--- src/rtl/marmot_wb_sram_bridge_if.sv ---
`default_nettype none
// ============================================================================
// Module      : marmot_wb_sram_bridge_if
// Description : Wishbone slave-side bundle for the data-cache SRAM bridge.
//               The master modport is the management SoC (or a bench) and
//               the slave modport is the bridge.
// Revision    : 1.0 - initial release
// ============================================================================
interface marmot_wb_sram_bridge_if;
    logic        wbs_cyc_i;
    logic        wbs_stb_i;
    logic        wbs_we_i;
    logic [3:0]  wbs_sel_i;
    logic [31:0] wbs_adr_i;
    logic [31:0] wbs_dat_i;
    logic        wbs_ack_o;
    logic [31:0] wbs_dat_o;

    modport master (
        output wbs_cyc_i, wbs_stb_i, wbs_we_i, wbs_sel_i, wbs_adr_i, wbs_dat_i,
        input  wbs_ack_o, wbs_dat_o
    );

    modport slave (
        input  wbs_cyc_i, wbs_stb_i, wbs_we_i, wbs_sel_i, wbs_adr_i, wbs_dat_i,
        output wbs_ack_o, wbs_dat_o
    );
endinterface
`default_nettype wire

--- src/rtl/marmot_wb_sram_bridge.sv ---
`default_nettype none
// ============================================================================
// Module      : marmot_wb_sram_bridge
// Description : Wishbone host port onto the 64-bit data-cache RW0 port.
//               The core always wins the port; the host issues only while
//               the core is held in reset or idle. 32-bit host transfers
//               map onto one half of a 64-bit RAM word.
//               Optional macro MARMOT_WB_SRAM_RMW_EN: partial-byte host
//               writes run read-modify-write; otherwise they are dropped,
//               acked, and flagged on err_o.
// Revision    : 1.0 - initial release
// ============================================================================
module marmot_wb_sram_bridge #(
    parameter int          ADDR_W    = 11,
    parameter logic [31:0] BASE_ADDR = 32'h3001_0000,
    parameter int          WIN_BITS  = 14
) (
    input  logic                  clk,
    input  logic                  rst_n,
    marmot_wb_sram_bridge_if.slave wb,
    input  logic                  core_hold,
    input  logic                  core_en,
    input  logic                  core_wmode,
    input  logic [ADDR_W-1:0]     core_addr,
    input  logic [63:0]           core_wdata,
    input  logic [1:0]            core_wmask,
    output logic [63:0]           core_rdata,
    output logic                  ram_en,
    output logic                  ram_wmode,
    output logic [ADDR_W-1:0]     ram_addr,
    output logic [63:0]           ram_wdata,
    output logic [1:0]            ram_wmask,
    input  logic [63:0]           ram_rdata,
    output logic                  err_o
);

    typedef enum logic [2:0] {
        S_IDLE    = 3'd0,
        S_RD_WAIT = 3'd1,
        S_RMW_RD  = 3'd2,
        S_RMW_WR  = 3'd3,
        S_ACK     = 3'd4
    } state_t;

    state_t              r_state;
    logic                r_ack;
    logic [31:0]         r_dat_o;
    logic                r_err;
    logic [ADDR_W-1:0]   r_addr;
    logic                r_half;

    logic                w_req;
    logic                w_host_go;
    logic                w_full;
    logic                w_none;
    logic                w_start;
    logic [ADDR_W-1:0]   w_word;
    logic [31:0]         w_old_half;
    logic                w_h_en;
    logic                w_h_wmode;
    logic [ADDR_W-1:0]   w_h_addr;
    logic [63:0]         w_h_wdata;
    logic [1:0]          w_h_wmask;
    logic                w_unused_bits;

    assign w_req = wb.wbs_cyc_i & wb.wbs_stb_i &
                   (wb.wbs_adr_i[31:WIN_BITS] == BASE_ADDR[31:WIN_BITS]);
    assign w_host_go     = core_hold | ~core_en;
    assign w_full        = (wb.wbs_sel_i == 4'hF);
    assign w_none        = (wb.wbs_sel_i == 4'h0);
    assign w_word        = wb.wbs_adr_i[3 +: ADDR_W];
    // Request accepted only from IDLE, with the port free and out of reset
    assign w_start       = (r_state == S_IDLE) & w_req & w_host_go & rst_n;
    assign w_old_half    = r_half ? ram_rdata[63:32] : ram_rdata[31:0];
    assign w_unused_bits = &{1'b0, wb.wbs_adr_i[1:0]};

`ifdef MARMOT_WB_SRAM_RMW_EN
    logic [3:0]  r_sel;
    logic [31:0] r_dat;
    logic [31:0] r_merge;
    logic [31:0] w_merge;

    // Byte merge of the pending write data over the half just read back
    for (genvar b = 0; b < 4; b++) begin : g_merge
        assign w_merge[8*b +: 8] = r_sel[b] ? r_dat[8*b +: 8] : w_old_half[8*b +: 8];
    end
`endif

    // Host command presented to the RAM in the cycle it issues
    always_comb begin
        w_h_en    = 1'b0;
        w_h_wmode = 1'b0;
        w_h_addr  = w_word;
        w_h_wdata = {wb.wbs_dat_i, wb.wbs_dat_i};
        w_h_wmask = wb.wbs_adr_i[2] ? 2'b10 : 2'b01;
        if (w_start) begin
            if (!wb.wbs_we_i) begin
                w_h_en = 1'b1;
            end else if (w_full) begin
                w_h_en    = 1'b1;
                w_h_wmode = 1'b1;
            end
`ifdef MARMOT_WB_SRAM_RMW_EN
            else if (!w_none) begin
                w_h_en = 1'b1;
            end
`endif
        end
`ifdef MARMOT_WB_SRAM_RMW_EN
        if (r_state == S_RMW_WR && wb.wbs_cyc_i && w_host_go) begin
            w_h_en    = 1'b1;
            w_h_wmode = 1'b1;
            w_h_addr  = r_addr;
            w_h_wdata = {r_merge, r_merge};
            w_h_wmask = r_half ? 2'b10 : 2'b01;
        end
`endif
    end

    // Port arbitration: core commands pass through unless the host issues
    always_comb begin
        ram_en    = w_host_go ? w_h_en : core_en;
        ram_wmode = w_h_en ? w_h_wmode : core_wmode;
        ram_addr  = w_h_en ? w_h_addr  : core_addr;
        ram_wdata = w_h_en ? w_h_wdata : core_wdata;
        ram_wmask = w_h_en ? w_h_wmask : core_wmask;
    end

    assign core_rdata   = ram_rdata;
    assign wb.wbs_ack_o = r_ack;
    assign wb.wbs_dat_o = r_dat_o;
    assign err_o        = r_err;

    // Transfer sequencing with registered ack, read data and error flag
    always_ff @(posedge clk or negedge rst_n) begin
        if (!rst_n) begin
            r_state <= S_IDLE;
            r_ack   <= 1'b0;
            r_dat_o <= 32'h0;
            r_err   <= 1'b0;
            r_addr  <= '0;
            r_half  <= 1'b0;
`ifdef MARMOT_WB_SRAM_RMW_EN
            r_sel   <= 4'h0;
            r_dat   <= 32'h0;
            r_merge <= 32'h0;
`endif
        end else begin
            r_ack <= 1'b0;
            case (r_state)
                S_IDLE: begin
                    if (w_start) begin
                        r_addr <= w_word;
                        r_half <= wb.wbs_adr_i[2];
`ifdef MARMOT_WB_SRAM_RMW_EN
                        r_sel  <= wb.wbs_sel_i;
                        r_dat  <= wb.wbs_dat_i;
`endif
                        if (!wb.wbs_we_i) begin
                            r_state <= S_RD_WAIT;
                        end else if (w_full || w_none) begin
                            r_state <= S_ACK;
                            r_ack   <= 1'b1;
                        end else begin
`ifdef MARMOT_WB_SRAM_RMW_EN
                            r_state <= S_RMW_RD;
`else
                            r_state <= S_ACK;
                            r_ack   <= 1'b1;
                            r_err   <= 1'b1;
`endif
                        end
                    end
                end
                S_RD_WAIT: begin
                    if (!wb.wbs_cyc_i) begin
                        r_state <= S_IDLE;
                    end else begin
                        r_dat_o <= w_old_half;
                        r_state <= S_ACK;
                        r_ack   <= 1'b1;
                    end
                end
`ifdef MARMOT_WB_SRAM_RMW_EN
                S_RMW_RD: begin
                    if (!wb.wbs_cyc_i) begin
                        r_state <= S_IDLE;
                    end else begin
                        r_merge <= w_merge;
                        r_state <= S_RMW_WR;
                    end
                end
                S_RMW_WR: begin
                    if (!wb.wbs_cyc_i) begin
                        r_state <= S_IDLE;
                    end else if (w_host_go) begin
                        r_state <= S_ACK;
                        r_ack   <= 1'b1;
                    end
                end
`endif
                S_ACK: begin
                    r_state <= S_IDLE;
                end
                default: begin
                    r_state <= S_IDLE;
                end
            endcase
        end
    end

endmodule
`default_nettype wire
--- src/flat_wrapper.sv ---
// flat-port wrapper written by rule: the top's interface ports become plain ports
module marmot_wb_sram_bridge_flat 
#(
    parameter int          ADDR_W    = 11,
    parameter logic [31:0] BASE_ADDR = 32'h3001_0000,
    parameter int          WIN_BITS  = 14
)
  (clk, rst_n, core_hold, core_en, core_wmode, core_addr, core_wdata, core_wmask, core_rdata, ram_en, ram_wmode, ram_addr, ram_wdata, ram_wmask, ram_rdata, err_o, wb_wbs_cyc_i, wb_wbs_stb_i, wb_wbs_we_i, wb_wbs_sel_i, wb_wbs_adr_i, wb_wbs_dat_i, wb_wbs_ack_o, wb_wbs_dat_o);
  marmot_wb_sram_bridge_if wb_i ();
  input  logic clk;
  input  logic rst_n;
  input  logic core_hold;
  input  logic core_en;
  input  logic core_wmode;
  input  logic [ADDR_W-1:0] core_addr;
  input  logic [63:0] core_wdata;
  input  logic [1:0] core_wmask;
  output logic [63:0] core_rdata;
  output logic ram_en;
  output logic ram_wmode;
  output logic [ADDR_W-1:0] ram_addr;
  output logic [63:0] ram_wdata;
  output logic [1:0] ram_wmask;
  input  logic [63:0] ram_rdata;
  output logic err_o;
  input wire logic [$bits(wb_i.wbs_cyc_i)-1:0] wb_wbs_cyc_i;
  input wire logic [$bits(wb_i.wbs_stb_i)-1:0] wb_wbs_stb_i;
  input wire logic [$bits(wb_i.wbs_we_i)-1:0] wb_wbs_we_i;
  input wire logic [$bits(wb_i.wbs_sel_i)-1:0] wb_wbs_sel_i;
  input wire logic [$bits(wb_i.wbs_adr_i)-1:0] wb_wbs_adr_i;
  input wire logic [$bits(wb_i.wbs_dat_i)-1:0] wb_wbs_dat_i;
  output wire logic [$bits(wb_i.wbs_ack_o)-1:0] wb_wbs_ack_o;
  output wire logic [$bits(wb_i.wbs_dat_o)-1:0] wb_wbs_dat_o;
  assign wb_i.wbs_cyc_i = wb_wbs_cyc_i;
  assign wb_i.wbs_stb_i = wb_wbs_stb_i;
  assign wb_i.wbs_we_i = wb_wbs_we_i;
  assign wb_i.wbs_sel_i = wb_wbs_sel_i;
  assign wb_i.wbs_adr_i = wb_wbs_adr_i;
  assign wb_i.wbs_dat_i = wb_wbs_dat_i;
  assign wb_wbs_ack_o = wb_i.wbs_ack_o;
  assign wb_wbs_dat_o = wb_i.wbs_dat_o;
  marmot_wb_sram_bridge #(.ADDR_W(ADDR_W), .BASE_ADDR(BASE_ADDR), .WIN_BITS(WIN_BITS)) u_core (.clk(clk), .rst_n(rst_n), .wb(wb_i), .core_hold(core_hold), .core_en(core_en), .core_wmode(core_wmode), .core_addr(core_addr), .core_wdata(core_wdata), .core_wmask(core_wmask), .core_rdata(core_rdata), .ram_en(ram_en), .ram_wmode(ram_wmode), .ram_addr(ram_addr), .ram_wdata(ram_wdata), .ram_wmask(ram_wmask), .ram_rdata(ram_rdata), .err_o(err_o));
endmodule
--- config.mk ---
export PLATFORM = sky130hd
export DESIGN_NAME = marmot_wb_sram_bridge_flat
export DESIGN_NICKNAME = d
export VERILOG_FILES = /design/src/rtl/marmot_wb_sram_bridge_if.sv /design/src/rtl/marmot_wb_sram_bridge.sv /design/src/flat_wrapper.sv
export SDC_FILE = /design/constraint.sdc
export NUM_CORES = 1
export LEC_CHECK = 0
export CAP_MARGIN = 5
export CORE_AREA = 2 2 153 155
export CTS_BUF_LIST = sky130_fd_sc_hd__clkbuf_4 sky130_fd_sc_hd__clkbuf_8
export DETAILED_ROUTE_END_ITERATION = 7
export DIE_AREA = 0 0 155 157
export PLACE_DENSITY_LB_ADDON = 0.08
export SETUP_SLACK_MARGIN = 0.05
export SYNTH_ARGS = -nofsm -noshare
export SYNTH_HDL_FRONTEND = slang
export SYNTH_SLANG_ARGS = --single-unit
--- constraint.sdc ---
create_clock -name clk -period 7.1 [get_ports clk]
set_input_delay 1.065 -clock clk [delete_from_list [all_inputs] [get_ports clk]]
set_output_delay 1.065 -clock clk [all_outputs]
set_load 0.005 [all_outputs]
# == Word level (Yosys, flattened, before mapping) ==
# Index checks and enable logic that the tools add are counted.
# classes
addsub,0
n_mul,0
div,0
magnitude_cmp,0
n_eq_ne,4
shift,0
n_mux,20
bitwise,8
reduce_logical,6
# op_table
operator,n
$mux 64,1
$mux 32,1
$eq 18x16->1 const B,1
$mux 11,1
$mux 1,10
$mux 3,3
$pmux 3 s2,1
$and 1x1->1,5
$eq 4x4->1 const B,1
$logic_not 4->1,1
$mux 2,2
$reduce_and 2->1,2
$reduce_and 4->1,1
$eq 3x1->1 const B,1
$logic_not 3->1,1
$ne 2x1->1 const B,1
$not 1->1,2
$pmux 1 s2,1
$logic_or 1x1->1,1
$or 1x1->1,1
# word_totals
ff_bits,38
latch_bits,0
ram_bits,0
mem_bits_ro,0
input_bits,217
out_inout_bits,177
word_cells,43
mem_count,0

# == Depth between registers and ports, before layout ==
# Gate-level depths: netlist (run 1).
# logic_depth
word_depth,7
depth_mapped,6
mapped_depth_nobuf,4

# == Worst setup path before layout (run 1) ==
# No wires, ideal clock.
# synth_path
path_kind,input-to-output
startpoint,input wb_wbs_adr_i[14]
endpoint,output ram_addr[0]
arrival_time_ps,2706
required_time_ps,6035
setup_slack_ps,3329
path_stages,6
path_buffers,2
path_cell_list,nor4b_1 > nand4_1 > a2111oi_4 > buf_4 > buf_6 > mux2_1
# synth_between
elab_chain_cells,7
# synth_rtl
item,line_no,source
"start, declared",flat_wrapper.sv:30,input wire logic [$bits(wb_i.wbs_adr_i)-1:0] wb_wbs_adr_i;
$eq 18x16->1,marmot_wb_sram_bridge.sv:67,(wb.wbs_adr_i[31:WIN_BITS] == BASE_ADDR[31:WIN_BITS]);
$and 1x1->1,marmot_wb_sram_bridge.sv:66,assign w_req = wb.wbs_cyc_i & wb.wbs_stb_i &
$and 1x1->1 (3 in series),marmot_wb_sram_bridge.sv:73,assign w_start = (r_state == S_IDLE) & w_req & w_host_go & rst_n;
$mux 1,marmot_wb_sram_bridge.sv:96,if (w_start) begin
$mux 11,marmot_wb_sram_bridge.sv:124,ram_addr = w_h_en ? w_h_addr : core_addr;
"end, declared",flat_wrapper.sv:21,output logic [ADDR_W-1:0] ram_addr;
# Every way passes these cells.

# == Final worst setup path (run 1) ==
# layout_path
startpoint,input wb_wbs_adr_i[18]
endpoint,output ram_wdata[37]
# layout_between
elab_chain_cells,7
# layout_rtl
item,line_no,source
$eq 18x16->1,marmot_wb_sram_bridge.sv:67,
$and 1x1->1,marmot_wb_sram_bridge.sv:66,
$and 1x1->1 (3 in series),marmot_wb_sram_bridge.sv:73,
$mux 1,marmot_wb_sram_bridge.sv:96,
$mux 64,marmot_wb_sram_bridge.sv:125,ram_wdata = w_h_en ? w_h_wdata : core_wdata;
"end, declared",flat_wrapper.sv:22,output logic [63:0] ram_wdata;
# Every way passes these cells.

==> results of run 1 <==
==> metrics by stage <==
stage	cells	hold WS (ps)	worst slack (ps)
after global routing	923	509	1590
after CTS	923	485	1740
after detailed placement	915	458	1750
final	923	475	1810
after global placement	915	464	1700
after floorplan	319	460	3330
==> path summary, 6_finish.rpt <==
kind / start / to / slack, ps / cells after the start
max: wb_wbs_adr_i[18] / ram_wdata[37] / 1810 / 7
min: u_core.err_o / u_core.err_o / 480 / 1
max reg2reg: u_core.r_state[2] / u_core.r_half / 5060 / 4
min reg2reg: u_core.err_o / u_core.err_o / 480 / 1
max in group asynchronous: rst_n / u_core.r_half / 5830 / 2
min in group asynchronous: rst_n / u_core.wb.wbs_dat_o[12] / 890 / 2
==> per-layer routing <==
layer,part of all wire (%),vias to the layer above,wire (microns),track usage (%)
met5,0,-,0,0
met4,1.5,0,236,3.04
met3,11,13,1700,4.96
met2,53,224,8370,23.4
met1,35,1606,5460,12.3
li1,-,1699,-,-
==> sequential cells by signal, summed over array words and instances (netlist names) <==
signal / count
u_core.r_half: 1
u_core.r_state: 2
u_core.wb.wbs_dat_o: 32
u_core.err_o: 1
u_core.wb.wbs_ack_o: 1
==> power by group through the flow <==
stage	registers (W)	logic [W]	clock network (W)
3_3_place_gp	0.000215	0.000258	0
3_5_place_dp	0.000215	0.000258	0
5_1_grt	0.000211	0.000274	0.000214
2_1_floorplan	0.000215	0.0000608	0
4_1_cts	0.000210	0.000260	0.000207
6_report	0.000211	0.000255	0.000197
==> area by class of cell <==
class                           instances  area (sq um)
Timing Repair Buffer                  394          3930
Multi-Input combinational cell        196          1660
Clock inverter                          1          30.0
Tap cell                              285           357
Inverter                                3          11.3
Clock buffer                            7          90.1
Sequential cell                        37           927
Fill cell                            2371         15500
==> cells in the final DEF, fill, tap and decap left out, drive strengths merged, types with 2 or more instances in the layout <==
| cell type | n |
|---|---|
| clkdlybuf4s50 | 390 |
| mux2 | 77 |
| dfrtp | 37 |
| nand2 | 33 |
| mux2i | 33 |
| o21ai | 32 |
| clkbuf | 7 |
| nor4 | 4 |
| buf | 4 |
| inv | 3 |
| nand4 | 2 |
| nor4b | 2 |
| nand3b | 2 |
| a31o | 2 |
==> kinds of logic after synthesis <==
group | after synthesis | share of synthesized area, %
flip-flops | 37 | 29.2
AND/OR/NAND/NOR | 48 | 7.14
AO/OA/AOI/OAI | 38 | 7.34
buffers and inverters | 86 | 18.5
multiplexers | 110 | 37.8
==> metrics.yaml, run 1 <==
power_and_ir_drop:
  finalPower_w: 0.000662
  pwr-share-comb_pct: 38.5
  pwr-share-clk_pct: 29.7
  leakage_nw: 2.58
  pwr-share-seq_pct: 31.8
  ir_drop_v: 0.0000633
  p_int_w: 0.000519
  power_density_mw_per_mm2: 94.6
  switching_share_pct: 21.6
  switchingPower_w: 0.000143
layout:
  post-route-util_pct: 31.1
  fin_nets: 854
  fin_area_sq_mm: 0.00700
  antenna_cells: 0
  areaGrowthSynthToFinish_pct: 121
  layout-drive-gt1-share_pct: 11.6
synthesis:
  synth_fp_nets: 536
  synth.distinct_cells: 26
  synth_ff_type: "dfrtp_1"
  synthArstFlopShare_pct: 100
  avgSynthCellArea_sq_um: 9.94
  ys_ff_latch: 37
  ys_top_cells_by_count: "buf_4, mux2_2, dfrtp_1"
  yosysWarnings: 0
  seq_area_frac_synth_pct: 29.2
  syn_inst: 319
  synth.most_common_cell: "buf_4"
  synth-edff-count: 0
  synth_top_area_share_pct: 29.2
  yosys-top-cells-area: "dfrtp_1, mux2_2, buf_4"
  synth_top_area_cell: "dfrtp_1"
  synthesis.area_sq_mm: 0.00317
setup_path:
  crit_top_cell: "clkdlybuf4s50_1"
  cpPeakStageDelay_ps: 810
  critPathLaunchType: "input port"
  path_max_fanout: 78
  cp_cell_sequence: "clkdlybuf4s50_1, nor4_1, nand4_1, a2111oi_4, buf_4, mux2_2, clkdlybuf4s50_1"
  cp_num_buf_inv: 3
  cp_slowest_cell: "buf_4"
  crit_type: "input port to output port"
  cp-end-kind: "output port"
  critPathTopFamily: "buffers and inverters"
  cp.required_ps: 6030
  crit_arrival_ps: 4220
floorplan:
  die_h_microns: 157
  dieArea_sq_mm: 0.0243
  num_rows: 55
  core_sq_mm: 0.0225
  die_w_microns: 155
  start_util_pct: 14.1
  io_pins: 394
sta:
  setup-tns-final_ps: 0
  setup_viol: 0
  worstMarginPinSlew_ps: 1020
  relSlewSlack_pct: 32.0
  final_hold_viol_count: 0
  max_clock_freq_ghz: 0.189
  skew_ps: 4.29
  fin_crit_ps: 5290
  rsz0062_at_grt: "no"
  finalCritPeriodShare_pct: 74.5
  finalMaxSlewViolations: 0
drt:
  drtPass1Iterations: 4
  num_vias: 3542
  vias_per_cell: 3.84
  ant_nets: 0
  drtIter0Drc: 55
  drc: 0
  totalWireLength_mm: 15.8
  wl_per_cell_microns: 17.1
clocking:
  cts_sinks: 37
  cts.htree.levels: 2
  clk_pin_slew_ps: 70
  clk_path_buf_depth: 2
  postCtsResizedCells: 0
  cts_tree: "done"
  holdBufCountCts: 0
  post-cts-setup-buffers: 0
  root_buffer: "clkbuf_8"
  insertion_delay_ps: 290
  numCtsBuffers: 5
global_route:
  grt_pass1_vias: 3820
  grtUsageTotal_pct: 12.2
  antenna_found_initial: 1
  grt_max_degree: 79
  overflow: 0
  grt_pass1_wl_mm: 22.5
flow_run:
  drv_cap: 0
status:
  status: "finished clean"
place:
  globalplace.congestion: 0.841
  placed_cell_area_sq_mm: 0.00688
  hpwl_mm: 13.7
  io_buffers: 391
min_path:
  hp-class: "register to register"
Power figures use the tool's default switching activity.
==> inputs of run 2 (changes only) <==
--- a/config.mk
+++ b/config.mk
@@ -6,10 +6,10 @@
 export NUM_CORES = 1
 export LEC_CHECK = 0
 export CAP_MARGIN = 5
-export CORE_AREA = 2 2 153 155
+export CORE_AREA = 2 2 154 156
 export CTS_BUF_LIST = sky130_fd_sc_hd__clkbuf_4 sky130_fd_sc_hd__clkbuf_8
 export DETAILED_ROUTE_END_ITERATION = 7
-export DIE_AREA = 0 0 155 157
+export DIE_AREA = 0 0 156 158
 export PLACE_DENSITY_LB_ADDON = 0.08
 export SETUP_SLACK_MARGIN = 0.05
 export SYNTH_ARGS = -nofsm -noshare
==> constraint.sdc (replaced) <==
create_clock -name clk -period 5 [get_ports clk]
set_input_delay 0.75 -clock clk [delete_from_list [all_inputs] [get_ports clk]]
set_output_delay 0.75 -clock clk [all_outputs]
set_load 0.005 [all_outputs]
==> metrics.yaml, run 2 (synthesis results as in run 1) <==
floorplan:
  start_util_pct: 13.8  # -0.34 points
  die_w_microns: 156  # +0.65%
  io_pins: 394  # unchanged
  num_rows: 56  # +1.8%
  dieArea_sq_mm: 0.0246  # +1.3%
  die_h_microns: 158  # +0.64%
  core_sq_mm: 0.0231  # +2.4%
drt:
  totalWireLength_mm: 15.4  # -2.5%
  ant_nets: 0  # unchanged
  drtPass1Iterations: 3  # -1
  drc: 0  # unchanged
  drtIter0Drc: 55  # unchanged
  wl_per_cell_microns: 16.5  # -3.3%
  vias_per_cell: 3.76  # -2.0%
  num_vias: 3499  # -1.2%
clocking:
  postCtsResizedCells: 0  # unchanged
  holdBufCountCts: 0  # unchanged
  cts_tree: "done"
  numCtsBuffers: 5  # unchanged
  insertion_delay_ps: 290  # about the same
  cts_sinks: 37  # unchanged
  post-cts-setup-buffers: 0  # unchanged
  cts.htree.levels: 2  # unchanged
  clk_path_buf_depth: 2  # unchanged
  root_buffer: "clkbuf_8"
  clk_pin_slew_ps: 70  # about the same
global_route:
  grt_max_degree: 79  # unchanged
  grt_pass1_wl_mm: 21.7  # -3.4%
  grtUsageTotal_pct: 11.8  # -0.44 points
  grt_pass1_vias: 3696  # -3.2%
  antenna_found_initial: 3  # +2
  overflow: 0  # unchanged
layout:
  register_area_sq_um: 927  # unchanged
  final_common_cell: "clkdlybuf4s50_1"
  largest_register_ffs: 32  # unchanged
  fillerInstances: 2415  # +1.9%
  fin_area_sq_mm: 0.00699  # -0.14%
  layout-drive-gt1-share_pct: 11.6  # unchanged
  final_cells: 930  # +0.76%
  final_cell_mix: "clkdlybuf4s50_1, mux2_2, dfrtp_1"
  multi_input_area_sq_mm: 0.00166  # unchanged
  fin_nets: 854  # unchanged
  areaGrowthSynthToFinish_pct: 121
sta:
  final_hold_viol_count: 0  # unchanged
  max_clock_freq_ghz: 0.233
  setup_viol: 0  # unchanged
  skew_ps: 4.45  # +0.156 ps
  setup-tns-final_ps: 0  # unchanged
  worstMarginPinSlew_ps: 1030  # +10.6 ps
  rsz0062_at_grt: "no"
  finalCritPeriodShare_pct: 85.9
  relSlewSlack_pct: 31.3  # -0.71 points
  finalMaxSlewViolations: 0  # unchanged
  fin_crit_ps: 4290
power_and_ir_drop:
  pwr-share-comb_pct: 41.3  # +2.8 points
  pwr-share-clk_pct: 24.4  # -5.3 points
  power_density_mw_per_mm2: 125  # +32%
  pwr-share-seq_pct: 34.3  # +2.5 points
  p_int_w: 0.000665  # +28%
  switchingPower_w: 0.000206  # +44%
  leakage_nw: 2.56  # -0.59%
  switching_share_pct: 23.7  # +2.0 points
  ir_drop_v: 0.0000804  # +27%
setup_path:
  cpPeakStageDelay_ps: 470  # -340 ps
  crit_arrival_ps: 3540  # -680 ps
  r2r-start: "u_core.r_state[2]"
  critPathLaunchType: "input port"
  cp_slowest_cell: "clkdlybuf4s50_1"
  crit_type: "input port to output port"
  cp-startpoint: "wb_wbs_adr_i[14]"
  cp.required_ps: 4250  # -1780 ps
  crit_top_cell: "clkdlybuf4s50_1"
  critPathTopFamily: "buffers and inverters"
  path_max_fanout: 78  # unchanged
  cp_num_buf_inv: 3  # unchanged
  cp_cell_sequence: "clkdlybuf4s50_1, nor4b_1, nand4_1, a2111oi_4, buf_12, mux2_2, clkdlybuf4s50_1"
  cp-end-kind: "output port"
place:
  placed_cell_area_sq_mm: 0.00690  # +0.27%
  io_buffers: 391  # unchanged
  place_inst: 920  # +0.55%
  globalplace.congestion: 0.784  # -6.8%
  hpwl_mm: 13.3  # -3.0%
status:
  status: "finished clean"
flow_run:
  drv_cap: 0  # unchanged
min_path:
  hold_start: "u_core.wb.wbs_dat_o[19]"
  hp-class: "register to register"
==> run 2: cell count changes in the layout (fill, tap and decap cells not counted), sizes merged <==
cell / previous run / this run
clkbuf: 7 / 5
clkinv: 0 / 2
bufinv: 1 / 0
clkinvlp: 0 / 1
diode: 0 / 2
==> run 2: path summary, 6_finish.rpt <==
kind                            slack [ps]                 endpoint  depth (start not counted)
worst min register to register         480  u_core.wb.wbs_dat_o[19]                          2
worst min-delay path                   480  u_core.wb.wbs_dat_o[19]                          2
worst max-delay path                   710              ram_addr[8]                          7
worst max register to register        2970            u_core.r_half                          4
min in group asynchronous              550  u_core.wb.wbs_dat_o[17]                          2
max in group asynchronous             4060            u_core.r_half                          2
==> run 2: worst reg2reg max path: stages, from the launching register on <==
cell	delay, ps
dfrtp_1	400
nor4_1	290
nand4_1	260
nor3_1	570
mux2_2	400
==> run 2: layout make-up <==
type / count / share of cell area [%]
Clock buffer: 5 / 0.984
Multi-Input combinational cell: 196 / 23.7
Antenna cell: 2 / 0.0716
Clock inverter: 3 / 0.250
Timing Repair Buffer: 394 / 56.4
Sequential cell: 37 / 13.3
Tap cell: 290 / 5.19
Inverter: 3 / 0.161
==> run 2: per-stage QoR <==
stage	hold slack [ps]	setup slack, ps	util, %	total power, W
5_1_grt	502	437	30.3	0.000926
6_report	482	706	30.3	0.000871
3_5_place_dp	470	655	29.9	0.000669
2_1_floorplan	454	1860	-	0.000391
3_3_place_gp	456	615	29.9	0.000670
4_1_cts	488	650	30.3	0.000896
==> run 2: power by group through the flow <==
stage           logic, W  clock network (W)  registers, W
2_1_floorplan  0.0000864                  0      0.000305
3_3_place_gp    0.000365                  0      0.000305
3_5_place_dp    0.000365                  0      0.000305
4_1_cts         0.000367           0.000229      0.000299
5_1_grt         0.000387           0.000240      0.000299
6_report        0.000360           0.000213      0.000299
==> run 2: metal layers <==
metal,vias up,part of all wire [%],routed length [microns],track usage [%]
met1,1560,32,4990,10.8
met2,218,53,8210,22.9
met5,-,0.065,10,0
met4,2,1.6,245,3.54
li1,1708,-,-,-
met3,11,12,1910,5.78
==> inputs of run 3 (changes only) <==
--- a/config.mk
+++ b/config.mk
@@ -5,12 +5,13 @@
 export SDC_FILE = /design/constraint.sdc
 export NUM_CORES = 1
 export LEC_CHECK = 0
+export ABC_AREA = 1
 export CAP_MARGIN = 5
-export CORE_AREA = 2 2 154 156
+export CORE_AREA = 2 2 151 153
 export CTS_BUF_LIST = sky130_fd_sc_hd__clkbuf_4 sky130_fd_sc_hd__clkbuf_8
 export DETAILED_ROUTE_END_ITERATION = 7
-export DIE_AREA = 0 0 156 158
-export PLACE_DENSITY_LB_ADDON = 0.08
+export DIE_AREA = 0 0 153 155
+export PLACE_DENSITY = 0.53
 export SETUP_SLACK_MARGIN = 0.05
 export SYNTH_ARGS = -nofsm -noshare
 export SYNTH_HDL_FRONTEND = slang
==> metrics.yaml, run 3 <==
global_route:
  grtUsageTotal_pct: 14.3  # +2.5 points
  grt_max_degree: 66  # -16%
  overflow: 0  # unchanged
  grt_pass1_vias: 4456  # +21%
  antenna_found_initial: 1  # -2
  grt_pass1_wl_mm: 25.8  # +19%
setup_path:
  critPathTopFamily: "buffers and inverters"
  crit_arrival_ps: 3180  # -360 ps
  cp-end-kind: "output port"
  cp_slowest_cell: "clkdlybuf4s50_1"
  crit_top_cell: "nand2_1"
  critPathLaunchType: "input port"
  path_max_fanout: 50  # -36%
  cp.required_ps: 4250  # about the same
  crit_type: "input port to output port"
  cpPeakStageDelay_ps: 530  # +60 ps
  cp_cell_sequence: "clkdlybuf4s50_1, nand2_1, o21ai_2, buf_4, nand3_2, buf_12, nand2_1, nand2_1, inv_1, clkdlybuf4s50_1"
  cp_num_buf_inv: 5  # +2
synthesis:
  synth-edff-count: 0  # unchanged
  synth_xor_xnor_area_share_pct: 0  # unchanged
  synth_top_family_by_area: "simple AND/OR/NAND/NOR gates"
  seq_area_frac_synth_pct: 27.5  # -1.7 points
  synth.distinct_cells: 23  # -12%
  synth_ff_type: "dfrtp_1"
  synth_top_area_cell: "nand2_1"
  synth.most_common_cell: "nand2_1"
  yosysWarnings: 0  # unchanged
  ys_ff_latch: 37  # unchanged
  synth_fp_nets: 786  # +47%
  avgSynthCellArea_sq_um: 5.92  # -40%
  ys_top_cells_by_count: "nand2_1, buf_4, o21ai_0"
  synthMuxAreaShare_pct: 0  # -38 points
  synth_compound_area_share_pct: 10.4  # +3.1 points
  synthesis.area_sq_mm: 0.00337  # +6.3%
  synth_fa_ha_area_share_pct: 0  # unchanged
  syn_inst: 569  # +78%
  synthArstFlopShare_pct: 100  # unchanged
  yosys-top-cells-area: "nand2_1, dfrtp_1, buf_4"
  synth_top_area_share_pct: 30.9  # +1.7 points
  synthSimpleGateAreaFrac_pct: 37.5  # +30 points
sta:
  fin_crit_ps: 3930  # -363 ps
  skew_ps: 1.45  # -3.00 ps
  relSlewSlack_pct: 33.2  # +1.9 points
  rsz0062_at_grt: "no"
  finalMaxSlewViolations: 0  # unchanged
  setup-tns-final_ps: 0  # unchanged
  max_clock_freq_ghz: 0.254  # +9.2%
  worstMarginPinSlew_ps: 1000  # -28.8 ps
  setup_viol: 0  # unchanged
  final_hold_viol_count: 0  # unchanged
  finalCritPeriodShare_pct: 78.6  # -7.3 points
layout:
  fin_area_sq_mm: 0.00715  # +2.2%
  layout-drive-gt1-share_pct: 3.06  # -8.5 points
  final_cell_mix: "clkdlybuf4s50_1, nand2_1, o21ai_0"
  fin_nets: 1098  # +29%
  areaGrowthSynthToFinish_pct: 112
  largest_register_ffs: 32  # unchanged
  final_common_cell: "clkdlybuf4s50_1"
clocking:
  clk_pin_slew_ps: 70  # about the same
  post-cts-setup-buffers: 0  # unchanged
  clk_path_buf_depth: 2  # unchanged
  holdBufCountCts: 0  # unchanged
  numCtsBuffers: 5  # unchanged
  cts_tree: "done"
  insertion_delay_ps: 280  # about the same
  postCtsResizedCells: 0  # unchanged
  cts_sinks: 37  # unchanged
  root_buffer: "clkbuf_8"
  cts.htree.levels: 2  # unchanged
drt:
  vias_per_cell: 3.82  # +1.5%
  wl_per_cell_microns: 15.2  # -8.1%
  drtPass1Iterations: 4  # +1
  num_vias: 4460  # +27%
  totalWireLength_mm: 17.7  # +15%
  ant_nets: 0  # unchanged
  drc: 0  # unchanged
  drtIter0Drc: 183  # +230%
power_and_ir_drop:
  power_density_mw_per_mm2: 124  # -0.52%
  switchingPower_w: 0.000220  # +6.6%
  p_int_w: 0.000666  # +0.17%
  pwr-share-clk_pct: 23.6  # -0.8 points
  leakage_nw: 3.27  # +28%
  pwr-share-seq_pct: 33.7  # -0.6 points
  switching_share_pct: 24.8  # +1.1 points
  finalPower_w: 0.000886  # +1.7%
  ir_drop_v: 0.0000698  # -13%
  pwr-share-comb_pct: 42.6  # +1.3 points
floorplan:
  start_util_pct: 15.2  # +1.4 points
  dieArea_sq_mm: 0.0237  # -3.8%
  io_pins: 394  # unchanged
  die_h_microns: 155  # -1.9%
  core_sq_mm: 0.0222  # -3.6%
  die_w_microns: 153  # -1.9%
  num_rows: 55  # -1.8%
place:
  placed_cell_area_sq_mm: 0.00706  # +2.3%
  io_buffers: 391  # unchanged
  globalplace.congestion: 0.840  # +7.2%
  hpwl_mm: 15.3  # +15%
min_path:
  hp-class: "register to register"
status:
  status: "finished clean"
flow_run:
  drv_cap: 0  # unchanged
## run 3: cell types whose count changed in the layout (fill, tap and decap cells not counted), sizes merged, moves of 2 or more
cell / previous run / this run
o21ai: 32 / 67
inv: 3 / 52
mux2i: 33 / 0
mux2: 77 / 0
a31o: 2 / 0
nor2: 1 / 22
nor4: 4 / 0
nand3: 0 / 17
buf: 4 / 6
nand3b: 2 / 0
nand2: 33 / 278
nor4b: 2 / 0
## run 3: worst register-to-register path, stage by stage (launching register included)
cell and delay, ps:
dfrtp_2 1000, nand2_1 250, o21ai_0 130, o21ai_0 110
## run 3: path summary, 6_finish.rpt
check	slack (ps)	start	endpoint	depth (start not counted)
setup / recovery	1070	wb_wbs_sel_i[0]	ram_wmask[0]	10
hold / removal	480	u_core.err_o	u_core.err_o	1
setup reg to reg	3380	u_core.r_half	u_core.wb.wbs_dat_o[28]	3
hold reg to reg	480	u_core.err_o	u_core.err_o	1
max in group asynchronous	4120	rst_n	u_core.wb.wbs_dat_o[19]	2
min in group asynchronous	520	rst_n	u_core.r_state[2]	2
## run 3: layout make-up
type                       instances  area (sq um)
fill                            2397         15100
timing repair buffer             396          3960
multi-input combinational        389          1620
sequential                        37           927
tap                              285           357
inverter                          52           195
clock buffer                       6          76.3
clock inverter                     2          10.0
antenna                            1          2.50
## run 3: per-stage QoR
step / setup WS [ps] / instances / hold WS [ps] / utilization, %
after floorplan: 2610 / 569 / 451 / -
after global placement: 1030 / 1159 / 459 / 31.8
after detailed placement: 1000 / 1159 / 455 / 31.8
after CTS: 990 / 1167 / 487 / 32.1
after global routing: 857 / 1168 / 513 / 32.2
final: 1070 / 1168 / 478 / 32.2
## run 3: power groups by stage
stage                     clock, W  sequential, W  combinational (W)
final                     0.000209       0.000299           0.000378
after detailed placement         0       0.000305           0.000381
after global routing      0.000245       0.000299           0.000409
after global placement           0       0.000305           0.000382
after CTS                 0.000232       0.000299           0.000384
after floorplan                  0       0.000305          0.0000975
## run 3: kinds of logic after synthesis
kind of cell | Yosys count
AO/OA/AOI/OAI | 69
buffers and inverters | 143
flip-flops | 37
AND/OR/NAND/NOR | 320
## run 3: routing by layer
layer,track usage (%),part of all wire (%),up-vias
li1,-,-,2298
met1,14.7,36,1907
met2,27.8,54,244
met3,4.87,8.9,11
met4,3.17,1.1,0
met5,0,0,-
